--- src/rtl/smc_lite_pkg.sv ---
// ---------------------------------------------------------------------------
// smc_lite_pkg
// Shared types and defaults for the lite static memory controller.
//   smc_wr_state_e  : write-strobe sequencer phase encoding
//   smc_wr_timing_t : setup / strobe / hold wait-state triple
//   SMC_CNT_W       : default width of a wait-state field (and of the timing struct fields)
//   SMC_LANES       : default number of byte lanes
// ---------------------------------------------------------------------------
package smc_lite_pkg;

  localparam int SMC_CNT_W = 4;
  localparam int SMC_LANES = 4;

  typedef enum logic [1:0] {
    IDLE   = 2'd0,
    SETUP  = 2'd1,
    STROBE = 2'd2,
    HOLD   = 2'd3
  } smc_wr_state_e;

  typedef struct packed {
    logic [SMC_CNT_W-1:0] setup;
    logic [SMC_CNT_W-1:0] pulse;
    logic [SMC_CNT_W-1:0] hold;
  } smc_wr_timing_t;

endpackage

--- src/rtl/smc_wr_strobe_ctrl_lite.sv ---
// ---------------------------------------------------------------------------
// smc_wr_strobe_ctrl_lite
// Write-strobe sequencer: accepts one write at a time and steps it through
// setup, strobe and hold phases of programmable length, driving the lane
// enables and write strobe consumed by the write-enable gating stage.
//
// Ports
//   sys_clk      in   system clock, rising edge
//   n_sys_reset  in   synchronous active-low reset
//   wr_req       in   write request, accepted when wr_ready is high
//   wr_be        in   byte enables (active-high), sampled at accept
//   cfg_setup    in   setup wait states (0 allowed), sampled at accept
//   cfg_pulse    in   strobe width in cycles (0 behaves as 1), sampled at accept
//   cfg_hold     in   hold wait states (0 allowed), sampled at accept
//   wr_ready     out  high only while idle
//   wr_done      out  one-cycle pulse in the final busy cycle
//   n_r_we       out  lane enables, active-low, asserted for the whole transaction
//   n_r_wr       out  write strobe, active-low, asserted in the strobe phase
//   r_full       out  full-cycle qualifier, high in the strobe phase
//
// CNT_W must equal SMC_CNT_W because the timing fields travel in the shared
// package struct.
// ---------------------------------------------------------------------------
module smc_wr_strobe_ctrl_lite
  import smc_lite_pkg::*;
#(
  parameter int CNT_W = SMC_CNT_W,
  parameter int LANES = SMC_LANES
) (
  input  logic             sys_clk,
  input  logic             n_sys_reset,
  input  logic             wr_req,
  input  logic [LANES-1:0] wr_be,
  input  logic [CNT_W-1:0] cfg_setup,
  input  logic [CNT_W-1:0] cfg_pulse,
  input  logic [CNT_W-1:0] cfg_hold,
  output logic             wr_ready,
  output logic             wr_done,
  output logic [LANES-1:0] n_r_we,
  output logic             n_r_wr,
  output logic             r_full
);

  if (CNT_W != SMC_CNT_W) begin : g_cnt_w_check
    $error("smc_wr_strobe_ctrl_lite: CNT_W must equal SMC_CNT_W");
  end

  // Phase length L is loaded as L-1; callers guarantee L >= 1.
  function automatic logic [CNT_W-1:0] len_m1(input logic [CNT_W-1:0] len);
    return len - CNT_W'(1);
  endfunction

  // Strobe width of 0 is promoted to a single cycle.
  function automatic logic [CNT_W-1:0] pulse_m1(input logic [CNT_W-1:0] pulse);
    return (pulse == '0) ? '0 : pulse - CNT_W'(1);
  endfunction

  smc_wr_state_e    state_q, state_d;
  logic [CNT_W-1:0] cnt_q, cnt_d;
  smc_wr_timing_t   tm_in;
  logic [CNT_W-1:0] pulse_q, hold_q;
  logic [LANES-1:0] be_q;
  logic [LANES-1:0] be_eff;
  logic [CNT_W-1:0] hold_eff;
  logic             accept;

  logic [LANES-1:0] n_we_d, n_we_q;
  logic             n_wr_d, n_wr_q;
  logic             full_d, full_q;
  logic             done_d, done_q;
  logic             ready_q;

  assign tm_in  = '{setup: cfg_setup, pulse: cfg_pulse, hold: cfg_hold};
  assign accept = wr_req && (state_q == IDLE);

  // In the accept cycle the registered copies are not yet loaded, so the
  // output look-ahead uses the live inputs instead.
  assign be_eff   = accept ? wr_be    : be_q;
  assign hold_eff = accept ? cfg_hold : hold_q;

  // ---- stage boundary: next-state / next-output decode ----
  always_comb begin
    state_d = state_q;
    cnt_d   = cnt_q;
    case (state_q)
      IDLE: begin
        if (accept) begin
          if (tm_in.setup != '0) begin
            state_d = SETUP;
            cnt_d   = len_m1(tm_in.setup);
          end else begin
            state_d = STROBE;
            cnt_d   = pulse_m1(tm_in.pulse);
          end
        end
      end
      SETUP: begin
        if (cnt_q == '0) begin
          state_d = STROBE;
          cnt_d   = pulse_m1(pulse_q);
        end else begin
          cnt_d = cnt_q - CNT_W'(1);
        end
      end
      STROBE: begin
        if (cnt_q == '0) begin
          if (hold_q != '0) begin
            state_d = HOLD;
            cnt_d   = len_m1(hold_q);
          end else begin
            state_d = IDLE;
            cnt_d   = '0;
          end
        end else begin
          cnt_d = cnt_q - CNT_W'(1);
        end
      end
      HOLD: begin
        if (cnt_q == '0) begin
          state_d = IDLE;
          cnt_d   = '0;
        end else begin
          cnt_d = cnt_q - CNT_W'(1);
        end
      end
      default: begin
        state_d = IDLE;
        cnt_d   = '0;
      end
    endcase
  end

  // Outputs are decoded from the next state and registered, so every pin
  // comes straight from a flop and cannot glitch into the strobe gating.
  always_comb begin
    n_we_d = (state_d != IDLE) ? ~be_eff : '1;
    n_wr_d = (state_d != STROBE);
    full_d = (state_d == STROBE);
    // Final busy cycle: last count of HOLD, or of STROBE when there is no hold.
    done_d = (cnt_d == '0) &&
             ((state_d == HOLD) || ((state_d == STROBE) && (hold_eff == '0)));
  end

  // ---- stage boundary: control and output registers ----
  always_ff @(posedge sys_clk) begin
    if (!n_sys_reset) begin
      state_q <= IDLE;
      cnt_q   <= '0;
      ready_q <= 1'b1;
      n_we_q  <= '1;
      n_wr_q  <= 1'b1;
      full_q  <= 1'b0;
      done_q  <= 1'b0;
    end else begin
      state_q <= state_d;
      cnt_q   <= cnt_d;
      ready_q <= (state_d == IDLE);
      n_we_q  <= n_we_d;
      n_wr_q  <= n_wr_d;
      full_q  <= full_d;
      done_q  <= done_d;
    end
  end

  // Transaction parameters. Setup is consumed directly into the counter at
  // accept, so only strobe width, hold and lane enables need holding.
  always_ff @(posedge sys_clk) begin
    if (accept) begin
      pulse_q <= tm_in.pulse;
      hold_q  <= tm_in.hold;
      be_q    <= wr_be;
    end
  end

  assign wr_ready = ready_q;
  assign wr_done  = done_q;
  assign n_r_we   = n_we_q;
  assign n_r_wr   = n_wr_q;
  assign r_full   = full_q;

endmodule

--- config.mk ---
export PLATFORM = sky130hd
export DESIGN_NAME = smc_wr_strobe_ctrl_lite
export DESIGN_NICKNAME = d
export VERILOG_FILES = /design/src/rtl/smc_lite_pkg.sv /design/src/rtl/smc_wr_strobe_ctrl_lite.sv
export SDC_FILE = /design/constraint.sdc
export NUM_CORES = 1
export LEC_CHECK = 0
export BUFFER_PORTS_ARGS = -buffer_cell sky130_fd_sc_hd__buf_2
export CAP_MARGIN = 25
export CORE_ASPECT_RATIO = 0.6
export CORE_MARGIN = 4
export CORE_UTILIZATION = 30
export CTS_CLUSTER_SIZE = 25
export DETAILED_ROUTE_END_ITERATION = 7
export PLACE_DENSITY_LB_ADDON = 0.2
export SYNTH_ARGS = -nofsm -noshare
export SYNTH_HDL_FRONTEND = slang
export SYNTH_SLANG_ARGS = --single-unit
--- constraint.sdc ---
create_clock -name sys_clk -period 2.3 [get_ports sys_clk]
set_input_delay 0.23 -clock sys_clk [delete_from_list [all_inputs] [get_ports sys_clk]]
set_output_delay 0.23 -clock sys_clk [all_outputs]
set_load 0.05 [all_outputs]
==> impl_metrics.ini <==
[timing]
rsz0062_at_grt = false
fin_setup_tns_ns = 0
fin_skew_ns = 0.00417
min_period_ns = 2.14
whs_ns = 0.176
hold_viol = 0
slew_violations = 0
tightest_slew_ns = 0.521
setup_violations = 0
finalWorstSetupSlack_ns = 0.160
fin_crit_sh_pct = 93.0
slew-limit-headroom_pct = 65.1
clock.fmax_ghz = 0.467

[placement]
gp_congestion = 0.806
dp.cells = 230
io_buffers = 26
dpl.hpwl_mm = 2.38
placed_cell_area_um2 = 1570
place_ws_ns = 0.234

[route]
dr.pass1.iters = 4
ant_nets = 0
drt_iter0_markers = 67
via_per_inst = 4.74
wirelength_mm = 2.93
via_count = 1109
drcViolationCount = 0
wl_per_cell_um = 12.5

[yosys]
synth_compound_area_share_pct = 19.3
synth-seq-cells = 26
synth_cell_types = 47
synthMuxAreaShare_pct = 5.59
synth.largest_area_cell = dfxtp_1
synthXorXnorAreaFrac_pct = 1.28
synth_top_family_by_area = simple AND/OR/NAND/NOR gates
yosys.area.top_type_share_pct = 32.3
synth_edf_count = 4
ys.flop_type = dfxtp_1
yosysSeqAreaShare_pct = 41.1
yosysWarnings = 0
syn_area_um2 = 1370
synthSimpleGateAreaFrac_pct = 21.0
synthCells = 144
postSynth.asyncResetShare_pct = 0
yosysMostFrequentCell = dfxtp_1
synth_fa_ha_area_share_pct = 6.42
synth_area_leaders = dfxtp_1, edfxtp_1, ha_1
synth_common_cells = dfxtp_1, inv_1, o21ai_0, nor2_1
syn-num-nets = 170
syn_area_per_cell_um2 = 9.48

[floorplanning]
chipHeight_um = 60.3
boundaryPins = 27
core_um2 = 4260
num_rows = 18
dieArea_um2 = 5730
start_util_pct = 32.1
die_w_um = 95.1

[global_route]
grt.total_usage_pct = 11.0
grt.overflow.total = 0
antenna_found_initial = 0
grt_pass1_wl_mm = 4.91
grt_max_degree = 15
grt_pass1_vias = 1074

[run]
max_cap_violations = 0

[cells_and_area]
drive_gt1_share_pct = 25.9
final_cell_area_um2 = 1620
final_core_util_pct = 38.0
syn_to_final_growth_pct = 18.5
fin_nets = 201
instances_no_fill = 234
antennaDiodeCount = 0

[power]
peakVddDrop_mv = 0.388
power.leakage_nw = 0.681
power.density_nw_per_um2 = 1210
total_power_mw = 1.97

[clock_tree]
root_buffer = clkbuf_8
cts_setup_buffers = 0
clk_latency_ns = 0.27
clk_path_buf_depth = 2
htreeDepth = 1
hold_buffers = 0
cts_tree = yes
clk_pin_slew_ns = 0.09
cts_made_buffers = 3
cts.repair.resized = 0
clock_sinks = 26

[setup_path]
end_kind = flop
rr_worst_depth = 8
crit_path_start_kind = flop
rrSetupSlack_ns = 0.16
reg2reg_to = wr_done
cp.required_ns = 2.48
cp_max_fo = 4
crit_type = flop to flop
cp_data_arrival_time_ns = 2.32
r2r-start = hold_q[0]

[hold_path]
hp-class = input pin to flop
hp-start = cfg_hold[3]
whs_path_depth = 3
hold_end = hold_q[3]

[outcome]
outcome = complete, no violations
## cell usage in the layout (no fill, tap or decap), drive strengths merged, types with 2 or more instances in the layout
master  synthesis  routed
mux2            5       5
ha              7       7
nor4            2       2
nor3b           3       3
inv            14      14
nand2b          3       3
or3b            2       2
nand2           9       9
edfxtp          4       4
a21o            2       2
a21oi           8       8
nand3           2       2
xnor2           2       2
o221ai          3       3
clkbuf          1       3
mux2i           2       2
buf             2      29
nor3            5       5
o211ai          2       2
dfxtp          22      22
o31ai           3       3
and2            5       5
nor2           10      10
o21ai          11      11
a211oi          2       2
## registers in the layout, indices dropped and copies added, names as in the netlist
name,flops
be_q,4
cnt_q,4
hold_q,4
n_r_we,4
pulse_q,4
state_q,2
n_r_wr,1
r_full,1
wr_done,1
wr_ready,1
## metal layers
layer / global-route usage (%) / share of wire (%) / vias to the layer above
met4: 2.67 / 0.27 / 0
met1: 16.2 / 54 / 509
met5: 0 / 0 / -
met3: 3.77 / 6.2 / 2
met2: 14.9 / 40 / 25
li1: - / - / 573
## worst max-delay path: stages, from the launching register on
cell and delay, ns:
dfxtp_1 0.41, inv_1 0.09, ha_1 0.21, nor3b_1 0.15, or3b_4 0.41, o221ai_2 0.21, a211oi_1 0.08, or3_1 0.35
nor4_2 0.14
## area by class of cell
cell class                 instances  area (um2)
multi-input combinational        101         732
clock buffer                       3        41.3
clock inverter                     1        3.75
inverter                          14        52.6
timing repair buffer              29         153
tap                               60        75.1
sequential                        26         561
fill                             450        2640
## worst max-delay path by stage
stage	from	to	slack [ns]	depth (start not counted)
4_1_cts	hold_q[0]	wr_done	0.16	8
6_report	hold_q[0]	wr_done	0.16	8
3_3_place_gp	hold_q[0]	wr_done	0.25	8
2_1_floorplan	hold_q[0]	wr_done	0.42	8
3_5_place_dp	hold_q[0]	wr_done	0.23	8
5_1_grt	hold_q[0]	wr_done	0.001	8
## logic make-up (layout without fill, tap and decap cells)
kind of cell               Yosys count  in the layout
muxes                                7              7
DFF                                 26             26
adders and majority gates            7              7
and+or+nand+nor                     47             47
buffers and inverters               17             47
xor gates and xnor gates             2              2
AOI/OAI and AO/OA                   38             38
## power by group
group | total, mW | internal [mW] | switching, mW
Sequential | 0.740 | 0.627 | 0.113
Clock | 0.257 | 0.119 | 0.138
Combinational | 0.969 | 0.372 | 0.596
Note: power is estimated with default switching activity, not from simulation.
